### src/rtl/tx_pkg.sv
`default_nettype none
// ============================================================================
// Module   : tx_pkg
// Brief    : Shared types and constants for the transmit mixer path. Also
//            holds the NCO sign-magnitude to two's-complement helper.
// Revision : 1.0
// ============================================================================
package tx_pkg;

    // Keying envelope states
    typedef enum logic [1:0] {
        IDLE      = 2'd0,
        RAMP_UP   = 2'd1,
        ON        = 2'd2,
        RAMP_DOWN = 2'd3
    } tx_state_t;

    localparam logic [10:0]        GAIN_FULL = 11'd1024;
    localparam logic signed [11:0] DAC_MAX   = 12'sh7FF;
    localparam logic signed [11:0] DAC_MIN   = 12'sh800;

    // 19-bit sign-magnitude (bit 18 = sign) to signed 18-bit. The magnitude is
    // negated when the sign is set, then the LSB is dropped.
    function automatic logic signed [17:0] sm_to_tc(input logic [18:0] sm);
        logic signed [18:0] tc;
        tc = sm[18] ? -$signed({1'b0, sm[17:0]}) : $signed({1'b0, sm[17:0]});
        return 18'(tc >>> 1);
    endfunction

endpackage
`default_nettype wire

### src/rtl/nco1.sv
`default_nettype none
// ============================================================================
// Module   : nco1
// Brief    : Phase-to-amplitude NCO with sign-magnitude cos/sin outputs.
//            CALCTYPE 0 gives a full-scale quadrature square wave, any other
//            value a quadrature triangle approximation. LAT clocks of latency.
// Revision : 1.0
// ============================================================================
module nco1 #(
    parameter int CALCTYPE = 3,
    parameter int LAT      = 2
) (
    input  logic        clk,
    input  logic        rst,
    input  logic [31:0] phi,
    output logic [18:0] cos_sm,
    output logic [18:0] sin_sm
);

    logic [1:0]  w_quad;
    logic [17:0] w_frac;
    logic [17:0] w_cos_mag;
    logic [17:0] w_sin_mag;
    logic [18:0] w_cos;
    logic [18:0] w_sin;
    logic [37:0] r_pipe [LAT];

    // Quadrant decode and magnitude shaping; cos is negative in quadrants 1-2
    always_comb begin
        w_quad = phi[31:30];
        w_frac = 18'(phi[29:0] >> 12);
        if (CALCTYPE == 0) begin
            w_cos_mag = '1;
            w_sin_mag = '1;
        end else begin
            w_cos_mag = w_quad[0] ? w_frac : ~w_frac;
            w_sin_mag = w_quad[0] ? ~w_frac : w_frac;
        end
        w_cos = {w_quad[1] ^ w_quad[0], w_cos_mag};
        w_sin = {w_quad[1], w_sin_mag};
    end

    // Latency pipeline, first stage registers the fresh amplitude pair
    always_ff @(posedge clk) begin
        if (rst) begin
            for (int k = 0; k < LAT; k++) r_pipe[k] <= '0;
        end else begin
            r_pipe[0] <= {w_cos, w_sin};
            for (int k = 1; k < LAT; k++) r_pipe[k] <= r_pipe[k-1];
        end
    end

    assign cos_sm = r_pipe[LAT-1][37:19];
    assign sin_sm = r_pipe[LAT-1][18:0];

endmodule
`default_nettype wire

### src/rtl/tx_mix1.sv
`default_nettype none
// ============================================================================
// Module   : tx_mix1
// Brief    : Transmit upconversion mixer. Holds the last accepted baseband
//            I/Q, mixes with the NCO (I*cos - Q*sin), rounds/saturates to a
//            12-bit DAC word and applies a key-click suppressing gain ramp.
// Revision : 1.0
// ============================================================================
module tx_mix1
    import tx_pkg::*;
#(
    parameter int CALCTYPE = 3,
    parameter int NCO_LAT  = 2,
    parameter int RAMP_DIV = 4
) (
    input  logic               clk,
    input  logic               rst,
    input  logic [31:0]        phi,
    input  logic               tx_en,
    input  logic signed [17:0] i_data,
    input  logic signed [17:0] q_data,
    input  logic               iq_valid,
    output logic               iq_ready,
    output logic signed [11:0] dac,
    output logic               tx_active
);

    localparam int                  c_presc_w    = (RAMP_DIV > 1) ? $clog2(RAMP_DIV) : 1;
    localparam logic [c_presc_w-1:0] c_presc_last = c_presc_w'(RAMP_DIV - 1);

    tx_state_t              r_state, w_state_nxt;
    logic [10:0]            r_gain, w_gain_nxt;
    logic [c_presc_w-1:0]   r_presc, w_presc_nxt;
    logic                   w_tick;
    logic                   r_iq_ready;
    logic signed [17:0]     r_held_i, r_held_q;

    logic [18:0]            w_cos_sm, w_sin_sm;
    logic signed [17:0]     r_cos, r_sin;
    logic signed [35:0]     r_pi, r_pq;
    logic signed [36:0]     w_diff, w_rnd_full;
    logic signed [12:0]     w_rnd;
    logic signed [11:0]     w_sat, r_m;
    logic signed [23:0]     w_gprod, w_gr;
    logic signed [11:0]     w_dac, r_dac;

    nco1 #(
        .CALCTYPE (CALCTYPE),
        .LAT      (NCO_LAT)
    ) u_nco (
        .clk    (clk),
        .rst    (rst),
        .phi    (phi),
        .cos_sm (w_cos_sm),
        .sin_sm (w_sin_sm)
    );

    assign w_tick = (r_presc == c_presc_last);

    // Envelope next-state, gain step and prescaler; endpoints beat tx_en changes
    always_comb begin
        w_state_nxt = r_state;
        w_gain_nxt  = r_gain;
        unique case (r_state)
            IDLE: begin
                w_gain_nxt = '0;
                if (tx_en) w_state_nxt = RAMP_UP;
            end
            RAMP_UP: begin
                if (r_gain == GAIN_FULL) begin
                    w_state_nxt = ON;
                end else if (w_tick && (r_gain == GAIN_FULL - 11'd1)) begin
                    w_gain_nxt  = GAIN_FULL;
                    w_state_nxt = ON;
                end else if (!tx_en) begin
                    w_state_nxt = RAMP_DOWN;
                end else if (w_tick) begin
                    w_gain_nxt = r_gain + 11'd1;
                end
            end
            ON: begin
                w_gain_nxt = GAIN_FULL;
                if (!tx_en) w_state_nxt = RAMP_DOWN;
            end
            RAMP_DOWN: begin
                if (r_gain == 11'd0) begin
                    w_state_nxt = IDLE;
                end else if (tx_en) begin
                    w_state_nxt = RAMP_UP;
                end else if (w_tick) begin
                    w_gain_nxt = r_gain - 11'd1;
                end
            end
            default: begin
                w_state_nxt = IDLE;
                w_gain_nxt  = '0;
            end
        endcase

        if ((w_state_nxt != r_state) || (r_state == IDLE) || (r_state == ON) || w_tick)
            w_presc_nxt = '0;
        else
            w_presc_nxt = r_presc + 1'b1;
    end

    // Envelope registers; iq_ready tracks the state being entered
    always_ff @(posedge clk) begin
        if (rst) begin
            r_state    <= IDLE;
            r_gain     <= '0;
            r_presc    <= '0;
            r_iq_ready <= 1'b0;
        end else begin
            r_state    <= w_state_nxt;
            r_gain     <= w_gain_nxt;
            r_presc    <= w_presc_nxt;
            r_iq_ready <= (w_state_nxt == RAMP_UP) || (w_state_nxt == ON);
        end
    end

    // Zero-order hold of the baseband sample, cleared when keying ends
    always_ff @(posedge clk) begin
        if (rst) begin
            r_held_i <= '0;
            r_held_q <= '0;
        end else if ((w_state_nxt == IDLE) && (r_state != IDLE)) begin
            r_held_i <= '0;
            r_held_q <= '0;
        end else if (iq_valid && r_iq_ready) begin
            r_held_i <= i_data;
            r_held_q <= q_data;
        end
    end

    // Difference, half-up rounding to 12 bits with saturation, then gain scaling
    always_comb begin
        w_diff     = $signed({r_pi[35], r_pi}) - $signed({r_pq[35], r_pq});
        w_rnd_full = w_diff + 37'sd8388608;
        w_rnd      = 13'(w_rnd_full >>> 24);
        if (w_rnd[12] != w_rnd[11])
            w_sat = w_rnd[12] ? DAC_MIN : DAC_MAX;
        else
            w_sat = w_rnd[11:0];
        w_gprod = r_m * $signed({1'b0, r_gain});
        w_gr    = w_gprod + 24'sd512;
        w_dac   = 12'(w_gr >>> 10);
    end

    // Datapath pipeline: convert, multiply, round/saturate, gain
    always_ff @(posedge clk) begin
        if (rst) begin
            r_cos <= '0;
            r_sin <= '0;
            r_pi  <= '0;
            r_pq  <= '0;
            r_m   <= '0;
            r_dac <= '0;
        end else begin
            r_cos <= sm_to_tc(w_cos_sm);
            r_sin <= sm_to_tc(w_sin_sm);
            r_pi  <= r_held_i * r_cos;
            r_pq  <= r_held_q * r_sin;
            r_m   <= w_sat;
            r_dac <= w_dac;
        end
    end

    assign iq_ready  = r_iq_ready;
    assign dac       = r_dac;
    assign tx_active = (r_state != IDLE);

endmodule
`default_nettype wire

### config.mk
export PLATFORM = sky130hd
export DESIGN_NAME = tx_mix1
export DESIGN_NICKNAME = d
export VERILOG_FILES = /design/src/rtl/tx_pkg.sv /design/src/rtl/nco1.sv /design/src/rtl/tx_mix1.sv
export SDC_FILE = /design/constraint.sdc
export NUM_CORES = 2
export LEC_CHECK = 0
export ABC_AREA = 1
export ABC_CLOCK_PERIOD_IN_PS = 7300
export BUFFER_PORTS_ARGS = -buffer_cell sky130_fd_sc_hd__buf_2
export CAP_MARGIN = 20
export CORE_MARGIN = 3
export CORE_UTILIZATION = 40
export CTS_CLUSTER_SIZE = 28
export DETAILED_ROUTE_END_ITERATION = 6
export SLEW_MARGIN = 20
export SYNTH_ARGS = -nofsm -noshare
export SYNTH_HDL_FRONTEND = slang
export SYNTH_SLANG_ARGS = --single-unit
### constraint.sdc
create_clock -name clk -period 7.3 [get_ports clk]
set_input_delay 0.365 -clock clk [delete_from_list [all_inputs] [get_ports clk]]
set_output_delay 0.365 -clock clk [all_outputs]
set_load 0.03 [all_outputs]
### Word-level counts from Yosys, hierarchy flattened

Memories as Yosys holds them, arrays and structs flattened.
Index checks and enable logic that the tools add are counted.

| cells by class | value |
|---|---|
| add/sub/neg operators | 8 |
| multipliers | 3 |
| divide/modulo/power cells | 0 |
| order comparisons | 0 |
| eq/ne operators | 16 |
| shift-type cells | 0 |
| muxes and demuxes | 25 |
| bitwise logic cells | 6 |
| reduce and logical (&&, ||, !) cells | 16 |

Operators by type and width:

| operator | number |
|---|---|
| $mux 11 | 7 |
| $mux 38 | 2 |
| $mul 18x18->36 | 2 |
| $mux 18 | 4 |
| $pmux 11 s4 | 1 |
| $neg 18->19 | 2 |
| $add 37x25->37 const B | 1 |
| $sub 36x36->37 | 1 |
| $mux 12 | 2 |
| $add 22x11->22 const B | 1 |
| $mul 12x12->22 | 1 |
| $not 18->18 | 1 |
| $add 11x1->11 const B | 1 |
| $eq 11x10->1 const B | 1 |
| $eq 11x11->1 const B | 1 |
| $logic_not 11->1 | 1 |
| $sub 11x1->11 const B | 1 |
| $mux 2 | 5 |
| $eq 2x2->1 const B | 4 |
| $ne 2x2->1 const B | 4 |
| $pmux 2 s4 | 1 |
| $reduce_or 2->1 | 4 |
| $ne 3x3->1 const B | 2 |
| $reduce_and 6->1 | 1 |
| other kinds (12) | 23 |

| storage, ports and cells | value |
|---|---|
| flip-flop bits (word level) | 184 |
| latch bits | 0 |
| bits in writable memories | 76 |
| bits in read-only memories | 0 |
| input bits | 72 |
| output and inout port bits | 14 |
| word-level logic and storage cells | 89 |
| memories | 1 |

Memories:

| name | depth | bits a word | read ports | clocked after memory_dff | write ports | RTL line | RTL |
|---|---|---|---|---|---|---|---|
| u_nco.r_pipe | 2 | 38 | 2 | 0 | 2 | nco1.sv:26 | `logic [37:0] r_pipe [LAT];` |

### Longest topological paths before layout

| depth | value |
|---|---|
| depth after elaboration | 10 |
| depth in mapped cells | 29 |
| mapped depth without buffers | 27 |

### By module

A second synthesis with hierarchy kept.

| second synthesis, totals | value |
|---|---|
| cells, all modules | 5625 |
| area, all modules | 42394.4 um^2 |

By module, submodules not included:

| module | times used | cells each | area each (um^2) | sequential area each (um^2) |
|---|---|---|---|---|
| tx_mix1 | 1 | 5251 | 39539.2 | 3683.5 |
| nco1 | 1 | 374 | 2855.2 | 1521.5 |

### Worst setup path before layout

Ideal clock, no wire load.

| path | value |
|---|---|
| kind | flip-flop to flip-flop |
| from | register r_held_q[17] |
| to | register r_pq[34] |
| library setup time | 0.115 ns |
| arrival | 5.681 ns |
| data required time | 7.185 ns |
| path slack | 1.504 ns |
| cell stages (with the launch flop) | 21 |
| buffers on the path | 2 |
| period minus slack after synthesis | 5.796 ns |
| cell sequence | dfxtp_1 clkbuf_1 clkbuf_1 nand2_1 fa_1 inv_1 fa_1 inv_1 fa_1 fa_1 fa_1 fa_1 inv_1 ha_1 nand2_1 nor2_1 inv_1 nor4_1 nand4_1 a21oi_1 nor2_1 |

| between the ends | value |
|---|---|
| cells in the longest elaborated chain, start to end | 1 |

RTL lines:

| element | RTL line | RTL |
|---|---|---|
| from (decl) | tx_mix1.sv:36 | `logic signed [17:0] r_held_i, r_held_q;` |
| from (signal assigned) | tx_mix1.sv:131 | `r_held_q <= q_data;` |
| $mul 18x18->36 | tx_mix1.sv:162 | `r_pq <= r_held_q * r_sin;` |
| to (signal assigned) | tx_mix1.sv:162 |  |
| to (decl) | tx_mix1.sv:40 | `logic signed [35:0] r_pi, r_pq;` |

No other way between the ends.
A chain may end at the register's enable or synchronous reset.

### Worst setup path after layout

| path | value |
|---|---|
| from | register r_cos[3] |
| to | register r_pi[28] |

| between the ends | value |
|---|---|
| cells in the longest elaborated chain, start to end | 1 |

RTL lines:

| element | RTL line | RTL |
|---|---|---|
| from (decl) | tx_mix1.sv:39 | `logic signed [17:0] r_cos, r_sin;` |
| from (signal assigned) | tx_mix1.sv:159 | `r_cos <= sm_to_tc(w_cos_sm);` |
| $mul 18x18->36 | tx_mix1.sv:161 | `r_pi <= r_held_i * r_cos;` |
| to (signal assigned) | tx_mix1.sv:161 |  |
| to (decl) | tx_mix1.sv:40 |  |

No other way between the ends.

==> flow_summary.ini <==
[outcome]
status = complete, no violations

[sta]
drv_slew = 0
period_share_pct = 90.6
fin_skew_ps = 29.6
fmax_ghz = 0.151
setup_tns_ps = 0
rsz0062_at_grt = no
period_minus_slack_ps = 6610
hold_viol = 0
relSlewSlack_pct = 24.9
finalSetupViolCount = 0
worst_slew_pin_slew_ps = 1120
layout_setup_ws_ps = 687

[layout]
drive_gt1_share_pct = 3.86
nets = 6636
final_cells = 6874
nFillCells = 10800
final_cell_mix = 1,612 x inv_1, 1,179 x nand2_1, 774 x fa_1
final_common_cell = inv_1
diodes = 0
syn2layout_area_growth_pct = 7.10

[routing]
wl_um = 103000
antenna_left = 0
wire_per_inst_um = 15.0
post-route-drc-count = 0
vias = 32500
viasPerCell = 4.73
dr.pass1.iters = 7
drt_iter0_drc = 1726

[die]
die_x_um = 329
initial_utilization_pct = 40.4
die-area_um2 = 109000
num_io_pins = 86
row_count = 118
core_um2 = 104000
die_y_um = 329

[setup_path]
crit_type = reg2reg
required_ps = 7810
worstSetupEndpointType = flip-flop
startpoint_type = flip-flop
crit_arrival_ps = 7120
path_max_fanout = 18

[place]
hpwl_um = 86700
io_buffers = 73
dp_slack_ps = 734
gp_congestion = 0.905
dp_cells = 6806

[logic_synthesis]
yosys_most_used_dff = dfxtp_1
yosysUniqueCellTypes = 48
syn_nets = 6674
ys_warn_count = 0
async_flop_share_pct = 0
avgSynthCellArea_um2 = 7.59
synthCells = 5513
synth_edf_count = 0
synth_area_um2 = 41900
ys_seq_area_share_pct = 12.4
ys_seq_elements = 260

[clocking]
clkSinkCount = 260
cts-root-buf = clkbuf_16
cts_buffer_depth = 3
numCtsBuffers = 34
cts.htree.levels = 2
post_cts_buffers = 0
tritoncts = yes
clk_pin_slew_ps = 60
ctsResizeCount = 0
insertion_delay_ps = 590

[global_route]
globalRouteMet1Util_pct = 26.4
first_global_vias = 34100
antenna_found_initial = 0
grt_use_met3_pct = 1.96
grt_max_degree = 77
met2_usage_pct = 34.6
grt_usage_pct = 19.8
grt-ovfl-total = 0
top_usage_layer = met2
grt_pass1_wl_um = 174000

[hold_path]
hp-class = in2reg

[power_and_ir_drop]
power.density_nw_per_um2 = 160
leakage_uw = 0.0255
vdd_drop_max_v = 0.000355

[run]
cap_violations = 0
[metal layers]
layer	routed length, um	vias to the layer above	part of all wire (%)
met5	0	-	0
met1	45700	15900	44
met2	50200	670	49
met4	2860	0	2.8
met3	4290	121	4.2
li1	-	15800	-
[Yosys cell counts, types with 21 or more instances]
cell type  number  share of area, %
nor2_1        347               3.1
fa_1          774                37
nand3_1       124               1.5
clkbuf_1      173               1.6
ha_1          315               9.4
a21oi_1       277               3.3
inv_1        1612                14
nand2_1      1181                11
buf_1          34              0.30
o21ai_0       141               1.7
nor3_1         51              0.61
xor2_1         35              0.73
dfxtp_1       260                12
xnor2_1        22              0.46
nand4_1        21              0.31
[path summary, 6_finish.rpt]
check                                          from                  end  slack (ps)  cells after the start
worst max-delay path                       r_cos[3]             r_pi[28]         690                     19
worst min-delay path                     i_data[15]         r_held_i[15]          40                      3
worst max register to register             r_cos[3]             r_pi[28]         690                     19
worst min register to register  u_nco.r_pipe[0][12]  u_nco.r_pipe[0][50]         400                      2
[kinds of logic (layout without fill, tap and decap cells)]
kind of cell | Yosys count | count (layout) | synth area share (%)
compound gates | 499 | 499 | 6.42
xor+xnor | 57 | 57 | 1.19
fa+ha+maj | 1089 | 1089 | 46.4
buf+inv | 1838 | 1819 | 16.6
flops | 260 | 260 | 12.4
simple gates | 1770 | 1770 | 16.9
[critical path, cell delays in order (launching register included)]
cell and delay [ps]:
dfxtp_1 840, nand2_1 280, fa_1 600, inv_1 160
fa_1 950, fa_1 550, fa_1 520, fa_1 500
inv_1 50, fa_1 470, inv_1 40, ha_1 390
nand2_1 110, nor2_1 200, inv_1 110, nor2_1 150
nand3_1 80, o2111ai_1 230, o21ai_0 100, a21oi_1 190
[state kept, by name, summed over array words and instances (netlist names)]
| name | count |
|---|---|
| dac | 12 |
| iq_ready | 1 |
| r_cos | 18 |
| r_gain | 11 |
| r_held_i | 18 |
| r_held_q | 18 |
| r_m | 12 |
| r_pi | 36 |
| r_pq | 36 |
| r_presc | 2 |
| r_sin | 18 |
| r_state | 2 |
| u_nco.r_pipe | 76 |
[per-stage QoR]
stage / utilization [%] / hold slack [ps] / instance area, um^2 / power, uW
2_1_floorplan: - / 388 / 41900 / 4450
3_3_place_gp: 42.0 / 393 / 43500 / 5390
3_5_place_dp: 42.0 / 393 / 43500 / 5430
4_1_cts: 43.2 / 2.48 / 44800 / 7250
5_1_grt: 43.2 / 22.8 / 44800 / 7880
6_report: 43.2 / 39.3 / 44800 / 7150
[layout make-up]
class                   count  area (um^2)  share of cell area, %
clock buffers              40          893                   1.99
clock inverters            15          260                  0.581
inverters                1618         6070                   13.5
multi-input cells        3415        29700                   66.3
flip-flops and latches    260         5210                   11.6
well taps                1380         1730                   3.85
repair buffers            146          948                   2.12
[where the power goes]
group / switching [uW] / internal (uW) / total, uW
Combinational: 2230 / 1230 / 3460
Clock: 723 / 1030 / 1760
Sequential: 339 / 1590 / 1930
[timing repair]
action                                 4_1_cts  5_1_grt
setup endpoints to repair                    0        0
hold buffers                                13        0
endpoints found under the hold margin       13        0
No activity file was read; power rests on OpenSTA's default activity.
